$ cat config.mk
export PLATFORM = sky130hd
export DESIGN_NAME = multi_debouncer
export DESIGN_NICKNAME = d
export VERILOG_FILES = /design/src/rtl/multi_debouncer.sv
export SDC_FILE = /design/constraint.sdc
export NUM_CORES = 1
export LEC_CHECK = 0
export CAP_MARGIN = 20
export CORE_MARGIN = 4
export CORE_UTILIZATION = 60
export DETAILED_ROUTE_END_ITERATION = 10
export PLACE_DENSITY = 0.81
export SETUP_SLACK_MARGIN = 0.5
export SLEW_MARGIN = 0
export SYNTH_ARGS = -nofsm -noshare
export SYNTH_HDL_FRONTEND = slang
export SYNTH_SLANG_ARGS = --single-unit
$ cat constraint.sdc
create_clock -name clk -period 3 [get_ports clk]
set_input_delay 0.3 -clock clk [delete_from_list [all_inputs] [get_ports clk]]
set_output_delay 0.3 -clock clk [all_outputs]
set_load 0.1 [all_outputs]
$ cat src/rtl/multi_debouncer.sv
`default_nettype none
// ============================================================================
// Module      : multi_debouncer
// Description : Multi-channel switch/button debouncer. Each channel has its
//               own synchroniser and a restart-on-bounce stability counter.
//               A new level is accepted only after STABLE_CYCLES consecutive
//               cycles in which the synchronised input differs from the
//               current clean level. On acceptance, a one-cycle rise or fall
//               strobe is raised.
//
// Ports       : clk        - system clock, rising edge
//               reset      - synchronous, active-high reset
//               noisy      - raw asynchronous inputs, bit i = channel i
//               debounced  - registered clean level per channel
//               rise       - registered one-cycle strobe, debounced 0->1
//               fall       - registered one-cycle strobe, debounced 1->0
//               any_change - registered OR of all rise and fall bits
//
// Revision    : 1.0 - initial multi-channel release
// ============================================================================
module multi_debouncer #(
    parameter int   CHANNELS      = 4,
    parameter int   STABLE_CYCLES = 1_000_000,
    parameter int   SYNC_STAGES   = 2,
    parameter logic RESET_VALUE   = 1'b0
) (
    input  logic                clk,
    input  logic                reset,
    input  logic [CHANNELS-1:0] noisy,
    output logic [CHANNELS-1:0] debounced,
    output logic [CHANNELS-1:0] rise,
    output logic [CHANNELS-1:0] fall,
    output logic                any_change
);

    localparam int CNT_WIDTH = $clog2(STABLE_CYCLES + 1);

    localparam logic [CNT_WIDTH-1:0] c_cnt_last = CNT_WIDTH'(STABLE_CYCLES - 1);
    localparam logic [CNT_WIDTH-1:0] c_cnt_zero = '0;
    localparam logic [CNT_WIDTH-1:0] c_cnt_one  = CNT_WIDTH'(1);

    logic [CHANNELS-1:0] w_s;          // last synchroniser stage per channel
    logic [CHANNELS-1:0] w_accept;     // new level accepted on this edge
    logic [CHANNELS-1:0] r_debounced;
    logic [CHANNELS-1:0] r_rise;
    logic [CHANNELS-1:0] r_fall;
    logic                r_any_change;

    genvar gi;
    generate
        for (gi = 0; gi < CHANNELS; gi++) begin : g_chan
            logic [SYNC_STAGES-1:0] r_sync;
            logic [CNT_WIDTH-1:0]   r_cnt;
            logic                   w_mismatch;

            assign w_s[gi]      = r_sync[SYNC_STAGES-1];
            assign w_mismatch   = w_s[gi] ^ r_debounced[gi];
            // The counter only ever reaches c_cnt_last while a mismatch run is
            // in progress, so this compare marks the STABLE_CYCLES-th cycle.
            assign w_accept[gi] = w_mismatch && (r_cnt == c_cnt_last);

            always_ff @(posedge clk) begin
                if (reset) begin
                    r_sync <= {SYNC_STAGES{RESET_VALUE}};
                    r_cnt  <= c_cnt_zero;
                end else begin
                    r_sync <= {r_sync[SYNC_STAGES-2:0], noisy[gi]};
                    // Any agreement restarts the count; nothing accumulates
                    // across bounces, and acceptance also clears it.
                    if (!w_mismatch || w_accept[gi]) begin
                        r_cnt <= c_cnt_zero;
                    end else begin
                        r_cnt <= r_cnt + c_cnt_one;
                    end
                end
            end
        end
    endgenerate

    always_ff @(posedge clk) begin
        if (reset) begin
            r_debounced  <= {CHANNELS{RESET_VALUE}};
            r_rise       <= '0;
            r_fall       <= '0;
            r_any_change <= 1'b0;
        end else begin
            r_debounced  <= (r_debounced & ~w_accept) | (w_s & w_accept);
            r_rise       <= w_accept & w_s;
            r_fall       <= w_accept & ~w_s;
            r_any_change <= |w_accept;
        end
    end

    assign debounced  = r_debounced;
    assign rise       = r_rise;
    assign fall       = r_fall;
    assign any_change = r_any_change;

endmodule
`default_nettype wire

==> flow_metrics.env <==
export IMPL_status="finished, final reports clean"
export IMPL_hold_start="g_chan[2].r_sync[0]"
export IMPL_postRouteAntennaNets=0
export IMPL_hold_path_depth=1
export IMPL_hold_path_end="g_chan[2].r_sync[1]"
export IMPL_numCtsBuffers=9
export IMPL_drc=0
export IMPL_rrSetupSlack_ns=0.78
export IMPL_clockRootBuffer="clkbuf_8"
export IMPL_drt_vias_per_instance=5.72
export IMPL_max_freq_mhz=450
export IMPL_clock_sinks=101
export IMPL_area_growth_pct=8.94
export IMPL_rows=31
export IMPL_dieArea_um2=8810
export IMPL_worst_clock_skew_ns=0.00860
export IMPL_cp_start_kind="register"
export IMPL_grt_pass1_vias=3184
export IMPL_cts_buffer_depth=2
export IMPL_die_w_um=93.9
export IMPL_finalHoldViolations=0
export IMPL_end_kind="register"
export IMPL_worst_path_stages=5
export IMPL_crit_required_ns=3.21
export IMPL_start_util_pct=61.3
export IMPL_worstReg2RegStart="g_chan[2].r_cnt[0]"
export IMPL_final_cell_mix="dfxtp_1, nor2_1, nand2_1, a21oi_1, nand3_1"
export IMPL_final_setup_tns_ns=0
export IMPL_synth_main_ff_cell="dfxtp_1"
export IMPL_grt_max_degree=20
export IMPL_multi_input_comb_area_um2=2290
export IMPL_worst_slew_pin_slew_ns=0.980
export IMPL_critPathMaxFanout=18
export IMPL_drive_above_1_share_pct=6.95
export IMPL_place_gp_congestion=0.855
export IMPL_coreArea_um2=7210
export IMPL_fin_nets=523
export IMPL_ios=19
export IMPL_hpwlAfterDp_um=5930
export IMPL_seq_area_frac_synth_pct=45.7
export IMPL_critPathSlowestCell="or4_4"
export IMPL_cts_resized=0
export IMPL_synth_avg_cell_area_um2=8.90
export IMPL_drv_cap=0
export IMPL_rsz0062_at_grt="no"
export IMPL_post_drt_wl_per_cell_um=13.4
export IMPL_first_pass_iters=5
export IMPL_synth_edf_count=0
export IMPL_ys_warn_count=0
export IMPL_hp_class="reg2reg"
export IMPL_crit_buf_inv=0
export IMPL_ys_ff_latch=101
export IMPL_r2r_end="g_chan[2].r_cnt[9]"
export IMPL_drtIter0Drc=148
export IMPL_finalPower_uw=2130
export IMPL_power_density_nw_per_um2=442
export IMPL_die_h_um=93.9
export IMPL_antenna_found_initial=0
export IMPL_vdd_drop_max_mv=0.274
export IMPL_cts_tree="done"
export IMPL_dp_cells=601
export IMPL_synth_cell_types=47
export IMPL_path_class="reg2reg"
export IMPL_wirelength_um=8270
export IMPL_n_fill_cell=600
export IMPL_holdWs_ns=0.443
export IMPL_maxSlewHeadroom_pct=34.5
export IMPL_setup_violations=0
export IMPL_grtUsageTotal_pct=19.7
export IMPL_antenna_cells=0
export IMPL_p_leak_uw=0.00141
export IMPL_async_reset_ff_share_pct=0
export IMPL_cts_hold_buf=0
export IMPL_synth_cells=497
export IMPL_grt_pass1_wl_um=14200
export IMPL_grt_ovfl_total=0
export IMPL_ctsHtreeMaxLevel=3
export IMPL_clk_pin_slew_worst_paths_ns=0.09
export IMPL_path_delay_family="simple AND/OR/NAND/NOR gates"
export IMPL_synthesis_nets=507
export IMPL_cp_slowest_stage_delay_ns=0.59
export IMPL_vias=3531
export IMPL_port_buffers=18
export IMPL_clk_latency_ns=0.35
export IMPL_post_route_min_period_ns=2.22
export IMPL_seqCellArea_um2=2020
export IMPL_fin_cells=617
export IMPL_layout_commonest_cell="dfxtp_1"
export IMPL_arrival_ns=2.43
export IMPL_fin_area_um2=4820
export IMPL_fin_crit_sh_pct=74.1
export IMPL_path_cells="ha_1 -> nand3_2 -> or4_4 -> o21ai_2 -> nor2_1"
export IMPL_rr_worst_depth=5
export IMPL_postCtsSetupRepairBufs=0
export IMPL_finalMaxSlewViolations=0
export IMPL_netlist_area_um2=4420
export IMPL_place_area_um2=4650
==> cells in the mapped netlist (3+ instances only) <==
cell	instances	area (um^2)
dfxtp_1	101	2020
nor2_1	67	251
nand2_1	32	120
a21oi_1	30	150
nand3_1	29	145
xnor2_1	27	236
o21ai_0	25	125
or3_1	22	138
xor2_1	22	193
nand4_1	17	106
and3_1	10	62.6
and4_1	10	87.6
nor4_1	10	62.6
clkbuf_1	9	33.8
and2_1	8	50.1
inv_1	8	30.0
nor2b_1	8	50.1
nor4b_1	6	52.6
o31ai_1	6	45.0
nor3_1	5	25.0
or4_1	5	37.5
or4_4	5	56.3
ha_1	4	50.1
nand4b_1	3	26.3
==> metrics by stage <==
stage                     utilization, %  worst slack [ns]
after floorplan                        -              1.12
after global placement              64.5             0.899
after detailed placement            64.5             0.785
after CTS                           66.8             0.775
after global routing                66.8             0.601
final                               66.8             0.778
==> cell families (layout without fill, tap and decap cells) <==
logic type               after synthesis  count (layout)  share of synthesized area [%]
flip-flops                           101             101                           45.7
adder cells (fa/ha/maj)                4               4                           1.13
XOR/XNOR                              49              49                           9.70
AND/OR/NAND/NOR                      252             252                           32.0
buffers and inverters                 23              44                           2.54
AO/OA/AOI/OAI                         68              68                           8.94
==> report_power, final <==
part	internal (uW)	leakage [uW]	total, uW	switching (uW)
clock network	304	0.0000795	747	443
registers	1350	0.000815	1350	4.74
logic	13.5	0.000519	31.5	18.0
==> layout make-up <==
| type | instances | share of cell area (%) |
|---|---|---|
| Multi-Input combinational cell | 373 | 47.5 |
| Sequential cell | 101 | 42.0 |
| Timing Repair Buffer | 20 | 3.84 |
| Clock buffer | 11 | 2.73 |
| Tap cell | 99 | 2.57 |
| Clock inverter | 5 | 0.779 |
| Inverter | 8 | 0.623 |
==> registers in the layout (all words and copies together), names as in the netlist, named ones only <==
register,count
any_change,1
fall,4
g_chan.r_cnt,80
g_chan.r_sync,8
rise,4
==> routing by layer <==
| layer | share of wire (%) | global-route usage (%) | wire, um |
|---|---|---|---|
| met1 | 47 | 26.6 | 3910 |
| met2 | 48 | 31.8 | 3940 |
| met3 | 4.0 | 4.33 | 332 |
| met4 | 1.1 | 5.42 | 87 |
| met5 | 0 | 0 | 0 |
==> how the worst max path moves through the flow <==
stage	to	slack, ns	start
final	g_chan[2].r_cnt[9]	0.78	g_chan[2].r_cnt[0]
after global routing	g_chan[2].r_cnt[6]	0.60	g_chan[2].r_cnt[0]
after CTS	g_chan[2].r_cnt[2]	0.77	g_chan[2].r_cnt[0]
after detailed placement	g_chan[2].r_cnt[2]	0.78	g_chan[2].r_cnt[0]
after global placement	g_chan[2].r_cnt[6]	0.90	g_chan[2].r_cnt[0]
after floorplan	g_chan[2].r_cnt[10]	1.12	g_chan[2].r_cnt[0]
Note: power is estimated with default switching activity, not from simulation.
